$ cat src/rtl/csa_accumulator.sv
// Packet accumulator that sums signed beats in carry-save form and resolves
// the final sum with one carry-propagate add; optional approximate low carries.
module csa_accumulator #(
    parameter int IN_SIZE     = 8,
    parameter int ACC_SIZE    = 12,
    parameter int MAX_TERMS   = 8,
    parameter int APPROX_BITS = 0
) (
    input  logic                clk,
    input  logic                rst_n,
    input  logic                in_valid,
    input  logic [IN_SIZE-1:0]  in_data,
    input  logic                in_last,
    input  logic                approx_en,
    output logic                in_ready,
    output logic                out_valid,
    input  logic                out_ready,
    output logic [ACC_SIZE-1:0] out_data,
    output logic [3:0]          out_count,
    output logic                out_trunc
);

    localparam logic [1:0] IDLE    = 2'd0;
    localparam logic [1:0] ACCUM   = 2'd1;
    localparam logic [1:0] RESOLVE = 2'd2;
    localparam logic [1:0] OUTPUT  = 2'd3;

    logic [1:0]          state;
    logic [ACC_SIZE-1:0] sum_reg;
    logic [ACC_SIZE-1:0] carry_reg;
    logic [3:0]          count;
    logic                trunc_reg;

    logic                accept;
    logic [ACC_SIZE-1:0] x_ext;
    logic [ACC_SIZE-1:0] maj;
    logic [ACC_SIZE-1:0] keep_mask;
    logic [4:0]          count_inc;
    logic                closing;

    assign in_ready  = (state == IDLE) || (state == ACCUM);
    assign out_valid = (state == OUTPUT);
    assign accept    = in_valid && in_ready;

    assign x_ext     = {{(ACC_SIZE-IN_SIZE){in_data[IN_SIZE-1]}}, in_data};
    assign maj       = (sum_reg & carry_reg) | (sum_reg & x_ext) | (carry_reg & x_ext);
    // Approximation drops the carries generated in the lowest APPROX_BITS columns.
    assign keep_mask = approx_en ? ({ACC_SIZE{1'b1}} << APPROX_BITS) : {ACC_SIZE{1'b1}};
    assign count_inc = {1'b0, count} + 5'd1;
    assign closing   = in_last || (count_inc == 5'(MAX_TERMS));

    always_ff @(posedge clk) begin
        if (!rst_n) begin
            state     <= IDLE;
            sum_reg   <= '0;
            carry_reg <= '0;
            count     <= '0;
            trunc_reg <= 1'b0;
            out_data  <= '0;
            out_count <= '0;
            out_trunc <= 1'b0;
        end else begin
            case (state)
                IDLE, ACCUM: begin
                    if (accept) begin
                        sum_reg   <= sum_reg ^ carry_reg ^ x_ext;
                        carry_reg <= (maj & keep_mask) << 1;
                        count     <= count_inc[3:0];
                        trunc_reg <= !in_last;
                        state     <= closing ? RESOLVE : ACCUM;
                    end
                end
                RESOLVE: begin
                    out_data  <= sum_reg + carry_reg;
                    out_count <= count;
                    out_trunc <= trunc_reg;
                    state     <= OUTPUT;
                end
                OUTPUT: begin
                    // Clearing here keeps the carry-save pair at zero throughout IDLE.
                    if (out_ready) begin
                        state     <= IDLE;
                        sum_reg   <= '0;
                        carry_reg <= '0;
                        count     <= '0;
                    end
                end
                default: state <= IDLE;
            endcase
        end
    end

endmodule

$ cat config.mk
export PLATFORM = sky130hd
export DESIGN_NAME = csa_accumulator
export DESIGN_NICKNAME = d
export VERILOG_FILES = /design/src/rtl/csa_accumulator.sv
export SDC_FILE = /design/constraint.sdc
export NUM_CORES = 1
export LEC_CHECK = 0
export BUFFER_PORTS_ARGS = -buffer_cell sky130_fd_sc_hd__buf_2
export CORE_ASPECT_RATIO = 1.1
export CORE_MARGIN = 5
export CORE_UTILIZATION = 35
export CTS_BUF_LIST = sky130_fd_sc_hd__clkbuf_4
export DETAILED_ROUTE_END_ITERATION = 10
export GPL_ROUTABILITY_DRIVEN = 0
export GPL_TIMING_DRIVEN = 0
export PLACE_DENSITY = 0.52
export SYNTH_ARGS = -nofsm -noshare
export SYNTH_HDL_FRONTEND = slang
export SYNTH_SLANG_ARGS = --single-unit
$ cat constraint.sdc
create_clock -name clk -period 2.2 [get_ports clk]
set_input_delay 0.11 -clock clk [delete_from_list [all_inputs] [get_ports clk]]
set_output_delay 0.11 -clock clk [all_outputs]
set_load 0.02 [all_outputs]
==> flow_metrics.tcl <==
set metrics [dict create \
    grtUsageTotal 0.1397 \
    finalNetCount 334 \
    synth_seq_cells 47 \
    syn-instance-count 260 \
    die-area_um2 8686 \
    fmax_mhz 518.5 \
    post_cts.repair.setup_buffers 0 \
    worst_skew_pair.late_latency_ns 0.36 \
    routedLengthMet1_um 2767 \
    grt_antenna_before_repair 0 \
    post_drt_wl_per_cell_um 15.01 \
    arrival_ns 2.17 \
    timing.final.crit_share 0.8766 \
    worst_ep_required_time_ns 2.45 \
    cts.repair.resized 0 \
    rsz0062_at_grt "false" \
    synth.net_count 297 \
    met2_length_um 2630 \
    worstPathCellList "ha_1, fa_1, a21oi_1, o211ai_1, a21oi_1, xnor2_1, a21oi_1" \
    ir_worst_vdd_uv 274.1 \
    path_buf_inv 0 \
    core.rowCount 31 \
    grt_max_degree 14 \
    synth-seq-area-share 0.3884 \
    layout_common_cells "sky130_fd_sc_hd__dfxtp_1 (47), sky130_fd_sc_hd__buf_2 (33), sky130_fd_sc_hd__nand2_1 (27), sky130_fd_sc_hd__nor2b_1 (25), sky130_fd_sc_hd__a22oi_1 (21)" \
    yosys.area.top_type "sky130_fd_sc_hd__dfxtp_1" \
    post_route_cells_drive_above_1_share 0.1510 \
    critPathKind "flip-flop to flip-flop" \
    setup_tns_ns 0 \
    worst_setup_path_end_kind "flip-flop" \
    cp_slowest_cell "sky130_fd_sc_hd__fa_1" \
    via_count 1895 \
    run_status "finished clean" \
    cpPeakStageDelay_ns 0.42 \
    postRouteAntennaNets 0 \
    grt_remaining_overflow 0 \
    placed_cells_incl_taps 372 \
    floorplan.die.width_um 89.32 \
    yosys_warnings 0 \
    number_of_i_o_pins 33 \
    clock_sink_count 47 \
    total_power_divided_by_cell_area_nw_per_um2 606.6 \
    yosysUniqueCellTypes 34 \
    dr.pass1.iters 4 \
    portBuffers 30 \
    finalHoldWorstSlack_ns 0.02600 \
    tritoncts.num_buffers 5 \
    synth_top_area_frac 0.3884 \
    grt_pass1_vias 1833 \
    clk_root_buffer_cell "sky130_fd_sc_hd__clkbuf_4" \
    fin_crit_ns 1.929 \
    timing.final.hold_violations 0 \
    global_route_wire_length_before_repair_um 9487 \
    hold_path.class "primary input to flip-flop" \
    n_antenna_cell 0 \
    clock_tree_from_tritoncts "done" \
    floorplan.die.height_um 97.25 \
    mostFrequentLayoutCell "sky130_fd_sc_hd__dfxtp_1" \
    worst_setup_skew_after_layout_ns 0.01406 \
    clock_tree.buffer_depth 2 \
    met3_wirelength_um 243 \
    timing.critical_path.fanout_max 3 \
    wl_um 5703 \
    topRoutingLayerUsed "met4" \
    maxSlewHeadroom 0.5653 \
    clk_pin_slew_ns 0.14 \
    worst_path_most_repeated_cell "sky130_fd_sc_hd__a21oi_1" \
    timing.critical_path.max_delay_family "compound AO/OA/AOI/OAI gates" \
    post_syn_area_um2 2422 \
    design.core.area_um2 6671 \
    cts_htree_levels 2 \
    cts-hold-fix-buffers 0 \
    power.leakage_nw 1.167 \
    maxCapViolCount 0 \
    initial_core_util 0.3631 \
    via_per_inst 4.987 \
    drt-initial-drc-count 97 \
    hpwl_um 4279 \
    drt_drc_violations_left 0 \
    worst_slew_pin_slew_ns 0.6496 \
    report.final.slew_viol_count 0 \
    ys_top_cells_by_area "sky130_fd_sc_hd__dfxtp_1 (39%), sky130_fd_sc_hd__fa_1 (9.1%), sky130_fd_sc_hd__a22oi_1 (6.5%), sky130_fd_sc_hd__nor2b_1 (6.5%), sky130_fd_sc_hd__ha_1 (6.2%)" \
    finalNonFillerCells 380 \
    areaGrowthSynthToFinish_pct 12.81 \
    final_number_of_setup_violating_endpoints 0 \
    avgSynthCellArea_um2 9.317 \
    setup.worst_path.start_class "flip-flop" \
]
per-stage QoR:
| stage | total power, mW | instance area, um2 | worst slack (ns) | util |
|---|---|---|---|---|
| after detailed placement | 1.253 | 2675 | 0.3109 | 0.4010 |
| after CTS | 1.686 | 2733 | 0.2651 | 0.4096 |
| after global placement | 1.249 | 2675 | 0.2940 | 0.4010 |
| final | 1.658 | 2733 | 0.2714 | 0.4096 |
| after global routing | 1.755 | 2733 | 0.1357 | 0.4096 |
| after floorplan | 1.153 | 2422 | 0.4843 | - |
final timing paths:
| kind | startpoint | to | slack [ns] | cells past startpoint |
|---|---|---|---|---|
| setup / recovery | sum_reg[1] | out_data[11] | 0.27 | 7 |
| hold / removal | in_last | trunc_reg | 0.03 | 3 |
| setup reg to reg | sum_reg[1] | out_data[11] | 0.27 | 7 |
| hold reg to reg | out_count[1] | out_count[1] | 0.47 | 2 |
cells in the mapped netlist:
library cell and count:
sky130_fd_sc_hd__and2_1 3, sky130_fd_sc_hd__and3_1 1, sky130_fd_sc_hd__buf_2 3, sky130_fd_sc_hd__o211ai_2 1, sky130_fd_sc_hd__a21o_1 3, sky130_fd_sc_hd__a31o_2 1
sky130_fd_sc_hd__fa_1 11, sky130_fd_sc_hd__or4b_1 1, sky130_fd_sc_hd__o21ai_0 9, sky130_fd_sc_hd__clkbuf_1 11, sky130_fd_sc_hd__inv_1 7, sky130_fd_sc_hd__a21oi_1 15
sky130_fd_sc_hd__nor3b_1 3, sky130_fd_sc_hd__or3_1 1, sky130_fd_sc_hd__nor2b_1 25, sky130_fd_sc_hd__o211ai_1 1, sky130_fd_sc_hd__nand3_1 13, sky130_fd_sc_hd__o31ai_1 1
sky130_fd_sc_hd__a22oi_1 21, sky130_fd_sc_hd__o22ai_1 1, sky130_fd_sc_hd__clkbuf_2 1, sky130_fd_sc_hd__ha_1 12, sky130_fd_sc_hd__a21boi_0 8, sky130_fd_sc_hd__nand4_1 3
sky130_fd_sc_hd__nor2_1 8, sky130_fd_sc_hd__a21oi_2 1, sky130_fd_sc_hd__nand2_1 27, sky130_fd_sc_hd__nand4b_1 2, sky130_fd_sc_hd__o211a_1 4, sky130_fd_sc_hd__a31oi_1 3
sky130_fd_sc_hd__xor2_1 3, sky130_fd_sc_hd__dfxtp_1 47, sky130_fd_sc_hd__nand2b_1 2, sky130_fd_sc_hd__xnor2_1 7
worst min-delay path: cells and delay by family:
family	cells	cell delay [ns]
AO/OA/AOI/OAI	1	0.11
buffers and inverters	1	0.09
AND/OR/NAND/NOR	1	0.05
per-layer routing:
layer  track usage  vias up
met1        0.1963      874
met3       0.02969        5
met5             0        -
met4       0.03093        0
met2        0.2178       34
li1              -      982
area by class of cell:
cell class | count | area, um2
inverters | 7 | 26.28
multi-input cells | 191 | 1394
clock buffers | 7 | 52.55
well taps | 82 | 102.6
clock inverters | 1 | 5.005
plain buffers | 15 | 61.31
flip-flops and latches | 47 | 940.9
repair buffers | 30 | 150.1
fillers | 681 | 3939
cells by family (layout without fill, tap and decap cells):
| family | after synthesis | after routing | share of synthesized area |
|---|---|---|---|
| buffers and inverters | 22 | 60 | 0.03616 |
| adders and majority gates | 23 | 23 | 0.1529 |
| xor gates and xnor gates | 10 | 10 | 0.03616 |
| DFF | 47 | 47 | 0.3884 |
| and+or+nand+nor | 89 | 89 | 0.1922 |
| AOI/OAI and AO/OA | 69 | 69 | 0.1942 |
report_power, final:
part	internal [mW]	total, mW	switching (mW)
clock network	0.150	0.426	0.276
registers	0.894	0.937	0.0420
logic	0.116	0.295	0.179
Note: power is estimated with default switching activity, not from simulation.
